==> src/rtl/qpix_serial_rx.sv <==
// qpix_serial_rx: receiving end of the QPix serial configuration link.
// Synchronises the gated serial clock/data stream, shifts it MSB-first into
// a WIDTH-bit register and commits the word (or DEFAULT) on load_data.
module qpix_serial_rx #(
  parameter int              WIDTH       = 32,
  parameter logic [WIDTH-1:0] DEFAULT    = '0,
  parameter int              TIMEOUT     = 1024,
  parameter int              SYNC_STAGES = 2
) (
  input  logic             clk,
  input  logic             rst_n,
  input  logic             ser_clk,
  input  logic             ser_data,
  input  logic             load_data,
  input  logic             sel_def,
  output logic [WIDTH-1:0] data_out,
  output logic             data_valid,
  output logic             len_err,
  output logic             timeout_err,
  output logic [5:0]       bit_cnt,
  output logic [15:0]      word_cnt
);

  localparam int IDLE_W = $clog2(TIMEOUT + 1);
  localparam logic [5:0] CNT_FULL = 6'(WIDTH);
  localparam logic [5:0] CNT_OVER = 6'(WIDTH + 1);

  typedef enum logic [1:0] {
    IDLE,
    SHIFT,
    FULL,
    OVER
  } state_t;

  // Synchroniser chains; all four share one depth so data and sel_def stay
  // aligned with the edges detected on ser_clk and load_data.
  logic [SYNC_STAGES-1:0] clk_sync_reg;
  logic [SYNC_STAGES-1:0] data_sync_reg;
  logic [SYNC_STAGES-1:0] load_sync_reg;
  logic [SYNC_STAGES-1:0] sel_sync_reg;
  logic                   clk_prev_reg;
  logic                   load_prev_reg;

  logic                   clk_sync;
  logic                   data_sync;
  logic                   load_sync;
  logic                   sel_sync;
  logic                   clk_rise;
  logic                   load_rise;

  state_t                 state_reg;
  logic [WIDTH-1:0]       sr_reg;
  logic [5:0]             bit_cnt_reg;
  logic [5:0]             cnt_inc;
  logic [IDLE_W-1:0]      idle_cnt_reg;
  logic [WIDTH-1:0]       data_out_reg;
  logic                   data_valid_reg;
  logic                   len_err_reg;
  logic                   timeout_err_reg;
  logic [15:0]            word_cnt_reg;

  assign clk_sync  = clk_sync_reg[SYNC_STAGES-1];
  assign data_sync = data_sync_reg[SYNC_STAGES-1];
  assign load_sync = load_sync_reg[SYNC_STAGES-1];
  assign sel_sync  = sel_sync_reg[SYNC_STAGES-1];
  assign clk_rise  = clk_sync & ~clk_prev_reg;
  assign load_rise = load_sync & ~load_prev_reg;

  // Saturating bit counter increment: stops at WIDTH+1 (frame too long).
  assign cnt_inc = (bit_cnt_reg == CNT_OVER) ? bit_cnt_reg : bit_cnt_reg + 6'd1;

  // State encoding follows the bit count.
  function automatic state_t decode(input logic [5:0] cnt);
    if (cnt == 6'd0)          return IDLE;
    else if (cnt == CNT_FULL) return FULL;
    else if (cnt == CNT_OVER) return OVER;
    else                      return SHIFT;
  endfunction

  // Input synchronisers and edge-detect history.
  always_ff @(posedge clk or negedge rst_n) begin
    if (!rst_n) begin
      clk_sync_reg  <= '0;
      data_sync_reg <= '0;
      load_sync_reg <= '0;
      sel_sync_reg  <= '0;
      clk_prev_reg  <= 1'b0;
      load_prev_reg <= 1'b0;
    end else begin
      clk_sync_reg  <= {clk_sync_reg[SYNC_STAGES-2:0], ser_clk};
      data_sync_reg <= {data_sync_reg[SYNC_STAGES-2:0], ser_data};
      load_sync_reg <= {load_sync_reg[SYNC_STAGES-2:0], load_data};
      sel_sync_reg  <= {sel_sync_reg[SYNC_STAGES-2:0], sel_def};
      clk_prev_reg  <= clk_sync;
      load_prev_reg <= load_sync;
    end
  end

  // Frame FSM: shift, commit, length check and idle timeout. A load edge
  // takes priority over a coincident ser_clk edge, which is then dropped.
  always_ff @(posedge clk or negedge rst_n) begin
    if (!rst_n) begin
      state_reg       <= IDLE;
      sr_reg          <= '0;
      bit_cnt_reg     <= '0;
      idle_cnt_reg    <= '0;
      data_out_reg    <= '0;
      data_valid_reg  <= 1'b0;
      len_err_reg     <= 1'b0;
      timeout_err_reg <= 1'b0;
      word_cnt_reg    <= '0;
    end else begin
      data_valid_reg  <= 1'b0;
      len_err_reg     <= 1'b0;
      timeout_err_reg <= 1'b0;
      if (load_rise) begin
        if (sel_sync) begin
          data_out_reg   <= DEFAULT;
          data_valid_reg <= 1'b1;
        end else if (state_reg == FULL) begin
          data_out_reg   <= sr_reg;
          data_valid_reg <= 1'b1;
          word_cnt_reg   <= word_cnt_reg + 16'd1;
        end else begin
          len_err_reg <= 1'b1;
        end
        bit_cnt_reg  <= '0;
        idle_cnt_reg <= '0;
        state_reg    <= IDLE;
      end else if (clk_rise) begin
        sr_reg       <= {sr_reg[WIDTH-2:0], data_sync};
        bit_cnt_reg  <= cnt_inc;
        idle_cnt_reg <= '0;
        state_reg    <= decode(cnt_inc);
      end else if (state_reg == SHIFT) begin
        if (idle_cnt_reg == IDLE_W'(TIMEOUT - 1)) begin
          timeout_err_reg <= 1'b1;
          bit_cnt_reg     <= '0;
          idle_cnt_reg    <= '0;
          state_reg       <= IDLE;
        end else begin
          idle_cnt_reg <= idle_cnt_reg + 1'b1;
        end
      end
    end
  end

  assign data_out    = data_out_reg;
  assign data_valid  = data_valid_reg;
  assign len_err     = len_err_reg;
  assign timeout_err = timeout_err_reg;
  assign bit_cnt     = bit_cnt_reg;
  assign word_cnt    = word_cnt_reg;

endmodule

==> config.mk <==
export PLATFORM = sky130hd
export DESIGN_NAME = qpix_serial_rx
export DESIGN_NICKNAME = d
export VERILOG_FILES = /design/src/rtl/qpix_serial_rx.sv
export SDC_FILE = /design/constraint.sdc
export NUM_CORES = 1
export LEC_CHECK = 0
export CORE_MARGIN = 3
export CORE_UTILIZATION = 60
export DETAILED_ROUTE_END_ITERATION = 10
export DONT_BUFFER_PORTS = 1
export PLACE_DENSITY_LB_ADDON = 0.25
export SLEW_MARGIN = 20
export SYNTH_ARGS = -nofsm -noshare
export SYNTH_HDL_FRONTEND = slang
export SYNTH_SLANG_ARGS = --single-unit
==> constraint.sdc <==
create_clock -name clk -period 2.4 [get_ports clk]
set_input_delay 0.24 -clock clk [delete_from_list [all_inputs] [get_ports clk]]
set_output_delay 0.24 -clock clk [all_outputs]
set_load 0.05 [all_outputs]
==> flow_metrics.env, run 1 <==
export IMPL_clock_sinks=112
export IMPL_port_buffers=0
export IMPL_placementRows=30
export IMPL_reg2reg_slack_ns=0.40
export IMPL_setup_ws_ns=0.402
export IMPL_cts_tree="yes"
export IMPL_pin_count=63
export IMPL_syn_nets=410
export IMPL_slew_headroom_pct=60.0
export IMPL_drive_gt1_share_pct=10.6
export IMPL_path_clk_slew_ns=0.11
export IMPL_via_count=2997
export IMPL_rsz0062_at_grt="no"
export IMPL_synth_avg_cell_area_sq_um=11.2
export IMPL_ctsResizeCount=0
export IMPL_end_kind="flip-flop"
export IMPL_drt_pass1_iterations=4
export IMPL_grt_max_degree=113
export IMPL_yosys_area_top_type_share_pct=62.9
export IMPL_synth_edf_count=0
export IMPL_skew_ns=0.0152
export IMPL_antenna_cells=0
export IMPL_ys_types=45
export IMPL_synthArstFlopShare_pct=100
export IMPL_viasPerCell=5.77
export IMPL_hold_buffers=4
export IMPL_setup_violations=0
export IMPL_comb_power_share_pct=8.7
export IMPL_grt_pass1_wl_mm=14.5
export IMPL_synth_area_sq_um=4460
export IMPL_slew_viol_final=0
export IMPL_fin_crit_ns=2.00
export IMPL_drc=0
export IMPL_crit_arrival_ns=2.26
export IMPL_ys_seq_area_share_pct=62.9
export IMPL_die_y_um=92.2
export IMPL_worstSetupStartpointType="flip-flop"
export IMPL_p_int_mw=2.59
export IMPL_drv_cap=0
export IMPL_place_ws_ns=0.417
export IMPL_fin_crit_sh_pct=83.3
export IMPL_ys_flop_type="dfrtp_1"
export IMPL_ys_seq_elements=112
export IMPL_hp_class="input pin to asynchronous set/reset pin"
export IMPL_syn_inst=399
export IMPL_worstMarginPinSlew_ns=0.599
export IMPL_fin_nets=429
export IMPL_ant_nets=0
export IMPL_p_leak_nw=2.49
export IMPL_hold_ws_ns=-0.451
export IMPL_cts_made_buffers=9
export IMPL_grt_overflow=0
export IMPL_clockPowerShare_pct=33.3
export IMPL_power_frac_seq_pct=58.0
export IMPL_hpwlAfterDp_mm=5.70
export IMPL_postRouteWirelength_mm=8.51
export IMPL_hold_violations=112
export IMPL_ir_worst_vdd_mv=0.373
export IMPL_cts_root_buf="clkbuf_8"
export IMPL_start_util_pct=63.8
export IMPL_critPathRequiredTime_ns=2.67
export IMPL_critical_path_peak_fanout=7
export IMPL_grtUsageTotal_pct=21.5
export IMPL_path_class="flip-flop to flip-flop"
export IMPL_antenna_found_initial=0
export IMPL_timing_fmax_mhz=500
export IMPL_yosys_top_cells_area="dfrtp_1 63%, nand2_1 9.4%, a22o_1 6.7%"
export IMPL_cts_htree_levels=3
export IMPL_drt_iter0_drc=238
export IMPL_die_width_um=92.2
export IMPL_place_gp_congestion=0.865
export IMPL_die_area_sq_um=8500
export IMPL_p_sw_uw=945
export IMPL_synth_top_area_cell="dfrtp_1"
export IMPL_wl_per_cell_um=16.4
export IMPL_outcome="finished with violations"
export IMPL_setup_tns_ns=0
export IMPL_clkLatencyLatePin_ns=0.38
export IMPL_ys_warn_count=0
export IMPL_core_sq_um=6980
export IMPL_grt_pass1_vias=2932
export IMPL_area_growth_pct=10.7
export IMPL_failed_checks="negative hold slack"
export IMPL_clk_path_buf_depth=2
export IMPL_powerDensity_nw_per_um2=716
export IMPL_netSwitchingFraction_pct=26.8
[area by class of cell]
type / instances / area, sq um
sequential: 112 / 2800
fill: 525 / 2050
multi-input combinational: 266 / 1590
timing repair buffer: 25 / 198
clock buffer: 10 / 128
tap: 96 / 120
clock inverter: 6 / 85.1
inverter: 4 / 15.0
[critical path, cell delays in order (launching register included)]
cell      delay, ns
dfrtp_1        0.40
ha_1           0.22
nand4b_1       0.15
or2_0          0.33
o31a_1         0.42
a221o_1        0.37
[cells by family after synthesis]
| group | Yosys count | share of synthesized area, % |
|---|---|---|
| and+or+nand+nor | 178 | 18.5 |
| adders and majority gates | 5 | 1.40 |
| AOI/OAI and AO/OA | 61 | 11.0 |
| DFF | 112 | 62.9 |
| muxes | 1 | 0.253 |
| buffers and inverters | 21 | 1.82 |
| xor gates and xnor gates | 21 | 4.13 |
[timing repair]
action | 4_1_cts | 5_1_grt
endpoints found under the setup margin | 0 | 0
endpoints found under the hold margin | 116 | 112
buffers inserted | 0 | 0
[worst paths after layout]
kind | from | cells after the start | endpoint
worst max-delay path | idle_cnt_reg[0]$_DFFE_PN0P_ | 5 | bit_cnt[2]$_DFFE_PN0P_
worst min-delay path | rst_n | 0 | data_out[1]$_DFFE_PN0P_
worst max register to register | idle_cnt_reg[0]$_DFFE_PN0P_ | 5 | bit_cnt[2]$_DFFE_PN0P_
worst min register to register | sel_sync_reg[0]$_DFF_PN0_ | 0 | sel_sync_reg[1]$_DFF_PN0_
max in group asynchronous | rst_n | 0 | word_cnt[4]$_DFFE_PN0P_
min in group clk | sel_sync_reg[0]$_DFF_PN0_ | 0 | sel_sync_reg[1]$_DFF_PN0_
[cell usage in the layout, fill, tap and decap left out, types with 2 or more instances in the layout]
cell / instances
a211o_1: 3
a21oi_1: 7
a22o_1: 34
and3_1: 5
and4_1: 3
buf_4: 21
clkbuf_8: 9
dfrtp_1: 112
dlygate4sd3_1: 4
ha_1: 5
inv_1: 4
inv_8: 2
nand2_1: 112
nand2b_1: 4
nand3_1: 12
nand4_1: 5
nor2_1: 8
nor2b_1: 6
nor3_1: 6
nor4_1: 2
nor4_2: 2
nor4b_1: 2
o21ai_0: 3
o31a_1: 2
o31ai_1: 2
or3_1: 2
or4_1: 2
xnor2_1: 13
xor2_1: 8
[layer usage]
layer  global-route usage [%]  wire length (um)  share of wire (%)  vias to the layer above
met1                     29.5              3720                 44                     1482
met3                     7.05               639                7.5                       12
met2                     32.5              4010                 47                       95
met4                     7.55               133                1.6                        0
li1                         -                 -                  -                     1408
met5                        0                 0                  0                        -
[Yosys cell counts (4+ instances only)]
master,n
dfrtp_1,112
nand2_1,112
a22o_1,34
clkbuf_1,13
xnor2_1,13
nand3_1,12
nor2_1,9
xor2_1,8
a21oi_1,7
nor2b_1,6
nor3_1,6
and3_1,5
ha_1,5
nand4_1,5
inv_1,4
nand2b_1,4
[per-stage QoR]
stage	instances	total power, mW	hold WS, ns	utilization, %	cell area [sq um]
3_3_place_gp	499	2.36	-0.0530	67.0	4680
3_5_place_dp	499	2.38	-0.0528	67.0	4680
4_1_cts	519	3.55	-0.469	70.7	4930
2_1_floorplan	399	2.29	-0.0556	-	4460
6_report	519	3.53	-0.451	70.7	4930
5_1_grt	519	3.67	-0.480	70.7	4930
[power groups by stage]
stage / combinational [mW] / clock, mW / sequential [mW]
4_1_cts: 0.304 / 1.19 / 2.05
3_3_place_gp: 0.284 / 0 / 2.08
5_1_grt: 0.337 / 1.27 / 2.06
6_report: 0.306 / 1.18 / 2.05
2_1_floorplan: 0.163 / 0 / 2.12
3_5_place_dp: 0.296 / 0 / 2.08
Note: power is estimated with default switching activity, not from simulation.
==> run 2: changes to the inputs <==
==> constraint.sdc (replaced) <==
create_clock -name clk -period 2.05 [get_ports clk]
set_input_delay 0.205 -clock clk [delete_from_list [all_inputs] [get_ports clk]]
set_output_delay 0.205 -clock clk [all_outputs]
set_load 0.05 [all_outputs]
==> run 2 against run 1 <==
- the flow still finishes with violations (negative hold slack)
- design area increased by 0.74%
- clock power increased by 6%
- combinational power increased by 11%
- count of clock-buffer cells in the layout unchanged
- non-clock buffer count increased by 5
- critical path type unchanged
- sequential cell count unchanged
- highest routed layer unchanged
- power increased by 13%
- via count decreased by 1.9%
- routed wire length decreased by 5.4%
==> flow_metrics.env, run 2 (same netlist as run 1, synthesis figures left out) <==
export IMPL_critPathRequiredTime_ns=2.30
export IMPL_hold_buffers=4
export IMPL_hpwlAfterDp_mm=5.47
export IMPL_grt_pass1_vias=2816
export IMPL_path_class="flip-flop to flip-flop"
export IMPL_area_growth_pct=11.5
export IMPL_end_kind="flip-flop"
export IMPL_cts_htree_levels=3
export IMPL_drt_pass1_iterations=4
export IMPL_grt_max_degree=113
export IMPL_fin_crit_sh_pct=94.1
export IMPL_fin_nets=434
export IMPL_clock_sinks=112
export IMPL_grt_overflow=0
export IMPL_powerDensity_nw_per_um2=805
export IMPL_postCtsSetupRepairBufs=0
export IMPL_failed_checks="negative hold slack"
export IMPL_timing_fmax_mhz=518
export IMPL_place_ws_ns=0.0817
export IMPL_antenna_cells=0
export IMPL_worstSetupStartpointType="flip-flop"
export IMPL_p_leak_nw=2.51
export IMPL_cp_num_cells=5
export IMPL_crit_arrival_ns=2.18
export IMPL_hp_class="input pin to asynchronous set/reset pin"
export IMPL_layout_common_cells="112 x nand2_1, 112 x dfrtp_1, 34 x a22o_1, 25 x buf_4, 13 x xnor2_1"
export IMPL_drv_cap=0
export IMPL_via_count=2939
export IMPL_ctsResizeCount=0
export IMPL_postRouteWirelength_mm=8.04
export IMPL_cpLargestDelayFamily="compound AO/OA/AOI/OAI gates"
export IMPL_grt_pass1_wl_mm=13.7
export IMPL_ant_nets=0
export IMPL_antenna_found_initial=0
export IMPL_ir_worst_vdd_mv=0.562
export IMPL_hold_violations=112
export IMPL_slew_headroom_pct=62.7
export IMPL_die_width_um=92.2
export IMPL_cts_root_buf="clkbuf_8"
export IMPL_fill_cells=513
export IMPL_viasPerCell=5.61
export IMPL_pin_count=63
export IMPL_setup_ws_ns=0.120
export IMPL_cts_made_buffers=9
export IMPL_wl_per_cell_um=15.3
export IMPL_grtUsageTotal_pct=19.9
export IMPL_setup_tns_ns=0
export IMPL_drt_iter0_drc=195
export IMPL_path_buf_inv=0
export IMPL_skew_ns=0.0105
export IMPL_max_stage_delay_ns=0.40
export IMPL_drive_gt1_share_pct=11.9
export IMPL_clkLatencyLatePin_ns=0.36
export IMPL_setup_violations=0
export IMPL_port_buffers=0
export IMPL_crit_slowest_cell="dfrtp_1"
export IMPL_place_gp_congestion=0.815
export IMPL_worstMarginPinSlew_ns=0.554
export IMPL_die_area_sq_um=8500
export IMPL_outcome="finished with violations"
export IMPL_cts_tree="yes"
export IMPL_die_y_um=92.2
export IMPL_slew_viol_final=0
export IMPL_clk_path_buf_depth=2
export IMPL_hold_ws_ns=-0.467
export IMPL_drc=0
export IMPL_placementRows=30
export IMPL_rsz0062_at_grt="no"
export IMPL_path_clk_slew_ns=0.10
export IMPL_finalPower_mw=4.00
export IMPL_critical_path_peak_fanout=7
export IMPL_rr_worst_depth=5
export IMPL_path_cells="ha_1, nand4b_1, or2_0, o31a_1, a221o_1"
export IMPL_core_sq_um=6980
export IMPL_fin_util_pct=71.2
export IMPL_start_util_pct=63.8
export IMPL_fin_crit_ns=1.93
==> run 2: worst paths after layout <==
check	from	to	slack, ns
worst max-delay path	idle_cnt_reg[0]$_DFFE_PN0P_	bit_cnt[2]$_DFFE_PN0P_	0.12
max in group asynchronous	rst_n	idle_cnt_reg[0]$_DFFE_PN0P_	2.31
worst min-delay path	rst_n	word_cnt[12]$_DFFE_PN0P_	-0.47
worst min register to register	clk_sync_reg[0]$_DFF_PN0_	clk_sync_reg[1]$_DFF_PN0_	0.36
min in group clk	clk_sync_reg[0]$_DFF_PN0_	clk_sync_reg[1]$_DFF_PN0_	0.36
worst max register to register	idle_cnt_reg[0]$_DFFE_PN0P_	bit_cnt[2]$_DFFE_PN0P_	0.12
==> run 2: layer usage <==
layer  track usage [%]  wire, um  vias to the layer above
met3              6.32       559                        8
met5                 0         0                        -
li1                  -         -                     1428
met2              29.0      3640                       78
met1              28.4      3750                     1425
met4              6.93        96                        0
==> run 2: where the power goes <==
group | total [mW] | internal [mW] | switching, mW
sequential | 2.41 | 2.30 | 0.106
clock | 1.25 | 0.503 | 0.748
combinational | 0.340 | 0.127 | 0.214
==> run 2: per-stage QoR <==
| stage | instance area [sq um] | std cells |
|---|---|---|
| final | 4970 | 524 |
| after global routing | 4970 | 524 |
| after CTS | 4970 | 524 |
| after detailed placement | 4730 | 504 |
| after global placement | 4730 | 504 |
| after floorplan | 4460 | 399 |
==> run 2: cell type report <==
class / count / area, sq um / area share, %
Sequential cell: 112 / 2800 / 56.4
Multi-Input combinational cell: 266 / 1590 / 31.9
Timing Repair Buffer: 30 / 248 / 4.98
Clock buffer: 10 / 138 / 2.77
Tap cell: 96 / 120 / 2.42
Clock inverter: 6 / 61.3 / 1.23
Inverter: 4 / 15.0 / 0.302
==> run 2: worst reg2reg max path: cells and delay by family (launching register included) <==
kind / cells / cell delay, ns
AO/OA/AOI/OAI: 2 / 0.74
AND/OR/NAND/NOR: 2 / 0.45
flip-flops: 1 / 0.40
adder cells (fa/ha/maj): 1 / 0.23
==> run 3: changes to the inputs <==
--- a/config.mk
+++ b/config.mk
@@ -5,6 +5,7 @@
 export SDC_FILE = /design/constraint.sdc
 export NUM_CORES = 1
 export LEC_CHECK = 0
+export ABC_AREA = 1
 export CORE_MARGIN = 3
 export CORE_UTILIZATION = 60
 export DETAILED_ROUTE_END_ITERATION = 10
==> run 3 against run 2 <==
- the flow still finishes with violations (negative hold slack)
- routed wire length grew 11%
- power grew 3.7%
- design area grew 6.6%
- global-route usage grew 0.88 points
==> flow_metrics.env, run 3 <==
export IMPL_drc=0
export IMPL_final_common_cell="nand2_1"
export IMPL_viasPerCell=5.16
export IMPL_ctsResizeCount=0
export IMPL_clk_path_buf_depth=2
export IMPL_yosys_area_top_type_share_pct=57.6
export IMPL_drive_gt1_share_pct=12.2
export IMPL_synth_top_area_cell="dfrtp_1"
export IMPL_setup_tns_ns=0
export IMPL_fin_nets=557
export IMPL_pin_count=63
export IMPL_end_kind="flip-flop"
export IMPL_layout_common_cells="115 x nand2_1, 112 x dfrtp_1, 94 x inv_1, 43 x o21ai_0, 30 x o22ai_1"
export IMPL_failed_checks="negative hold slack"
export IMPL_slew_viol_final=0
export IMPL_synth_edf_count=0
export IMPL_cts_htree_levels=3
export IMPL_die_width_um=96.0
export IMPL_rr_worst_depth=7
export IMPL_cts_root_buf="clkbuf_8"
export IMPL_placed_cells=633
export IMPL_wl_per_cell_um=13.6
export IMPL_setup_violations=0
export IMPL_critical_path_peak_fanout=19
export IMPL_drv_cap=0
export IMPL_core_sq_um=7810
export IMPL_ys_seq_area_share_pct=57.6
export IMPL_r2r_start="load_prev_reg$_DFF_PN0_"
export IMPL_postCtsSetupRepairBufs=0
export IMPL_clock_sinks=112
export IMPL_reg2reg_slack_ns=0.51
export IMPL_post_route_cell_area_sq_um=5300
export IMPL_ys_seq_elements=112
export IMPL_yosys_top_cells_area="dfrtp_1 58%, nand2_1 8.9%, inv_1 7.3%"
export IMPL_syn_nets=534
export IMPL_r2r_end="word_cnt[12]$_DFFE_PN0P_"
export IMPL_synthArstFlopShare_pct=100
export IMPL_ys_flop_type="dfrtp_1"
export IMPL_port_buffers=0
export IMPL_start_util_pct=62.3
export IMPL_die_area_sq_um=9220
export IMPL_p_leak_nw=2.44
export IMPL_path_clk_slew_ns=0.11
export IMPL_worstSetupStartpointType="flip-flop"
export IMPL_critPathRequiredTime_ns=2.34
export IMPL_postRouteWirelength_mm=8.90
export IMPL_ys_types=33
export IMPL_antenna_cells=0
export IMPL_grtUsageTotal_pct=20.8
export IMPL_path_class="flip-flop to flip-flop"
export IMPL_ant_nets=0
export IMPL_fin_crit_ns=1.54
export IMPL_cts_tree="yes"
export IMPL_slew_headroom_pct=60.2
export IMPL_crit_arrival_ns=1.83
export IMPL_finalPower_mw=4.15
export IMPL_worstMarginPinSlew_ns=0.596
export IMPL_synth_area_sq_um=4860
export IMPL_timing_fmax_mhz=649
export IMPL_placementRows=32
export IMPL_fin_cells=653
export IMPL_hold_ws_ns=-0.479
export IMPL_hold_buffers=4
export IMPL_outcome="finished with violations"
export IMPL_die_y_um=96.0
export IMPL_grt_pass1_vias=3295
export IMPL_grt_overflow=0
export IMPL_fin_crit_sh_pct=75.2
export IMPL_drt_iter0_drc=186
export IMPL_place_gp_congestion=0.849
export IMPL_synth_avg_cell_area_sq_um=9.30
export IMPL_hp_class="input pin to asynchronous set/reset pin"
export IMPL_hold_violations=112
export IMPL_syn_inst=523
export IMPL_ys_warn_count=0
export IMPL_clkLatencyLatePin_ns=0.37
export IMPL_grt_pass1_wl_mm=15.1
export IMPL_skew_ns=0.0129
export IMPL_grt_max_degree=113
export IMPL_place_area_sq_um=5060
export IMPL_via_count=3370
export IMPL_ir_worst_vdd_mv=0.544
export IMPL_powerDensity_nw_per_um2=783
export IMPL_cts_made_buffers=9
export IMPL_hpwlAfterDp_mm=6.01
export IMPL_drt_pass1_iterations=4
export IMPL_rsz0062_at_grt="no"
export IMPL_ys_top_cells_by_count="115 x nand2_1, 112 x dfrtp_1, 94 x inv_1"
export IMPL_antenna_found_initial=0
export IMPL_area_growth_pct=8.90
export IMPL_yosysMostFrequentCell="nand2_1"
## run 3: changes by cell type after synthesis, moves of 8 or more
cell	delta
o21ai_0	+40
buf_4	+8
nor2_1	+16
inv_1	+90
a22o_1	-34
xnor2_1	-11
o22ai_1	+30
clkbuf_1	-9
## run 3: cell families after synthesis
kind of cell,Yosys count,synth area share (%)
and+or+nand+nor,187,17.2
buffers and inverters,115,10.0
DFF,112,57.6
AOI/OAI and AO/OA,88,10.9
xor gates and xnor gates,16,2.88
adders and majority gates,5,1.29
## run 3: area by class of cell
class,instances,area (sq um)
tap,102,128
sequential,112,2800
clock inverter,7,75.1
multi-input combinational,296,1570
timing repair buffer,28,220
fill,621,2510
inverter,99,374
clock buffer,9,124
## run 3: metal layers
layer / track usage [%] / vias up / part of all wire (%)
met2: 32.2 / 71 / 48
met1: 28.5 / 1604 / 46
met5: 0 / - / 0
li1: - / 1688 / -
met3: 6.10 / 7 / 5.4
met4: 6.28 / 0 / 0.76
## run 3: through the flow
stage                     utilization (%)  hold WS (ns)  setup WS (ns)
after floorplan                         -       -0.0906          0.351
after global placement               64.8       -0.0864          0.604
after detailed placement             64.8       -0.0860          0.517
after CTS                            67.8        -0.503          0.495
after global routing                 67.8        -0.514          0.328
final                                67.8        -0.479          0.508
## run 3: how the worst max path moves through the flow
| stage | from | endpoint | slack (ns) | cells after the start |
|---|---|---|---|---|
| 2_1_floorplan | bit_cnt[0]$_DFFE_PN0P_ | state_reg[0]$_DFFE_PN0P_ | 0.35 | 8 |
| 3_3_place_gp | bit_cnt[3]$_DFFE_PN0P_ | state_reg[0]$_DFFE_PN0P_ | 0.60 | 6 |
| 3_5_place_dp | load_prev_reg$_DFF_PN0_ | word_cnt[11]$_DFFE_PN0P_ | 0.52 | 6 |
| 4_1_cts | load_prev_reg$_DFF_PN0_ | word_cnt[8]$_DFFE_PN0P_ | 0.49 | 7 |
| 5_1_grt | load_prev_reg$_DFF_PN0_ | word_cnt[12]$_DFFE_PN0P_ | 0.33 | 7 |
| 6_report | load_prev_reg$_DFF_PN0_ | word_cnt[12]$_DFFE_PN0P_ | 0.51 | 7 |
## run 3: critical path, cell delays in order (launching register included)
cell and delay [ns]:
dfrtp_1 0.37, inv_1 0.10, nand2_4 0.09, inv_4 0.09, nand3_4 0.24, inv_1 0.40
nand2_1 0.10, o21ai_0 0.08
## run 3: power by group
| part | internal (mW) | leakage [nW] | switching, mW |
|---|---|---|---|
| Clock | 0.482 | 0.0981 | 0.799 |
| Combinational | 0.138 | 0.812 | 0.311 |
| Sequential | 2.32 | 1.53 | 0.101 |
| Total | 2.94 | 2.44 | 1.21 |
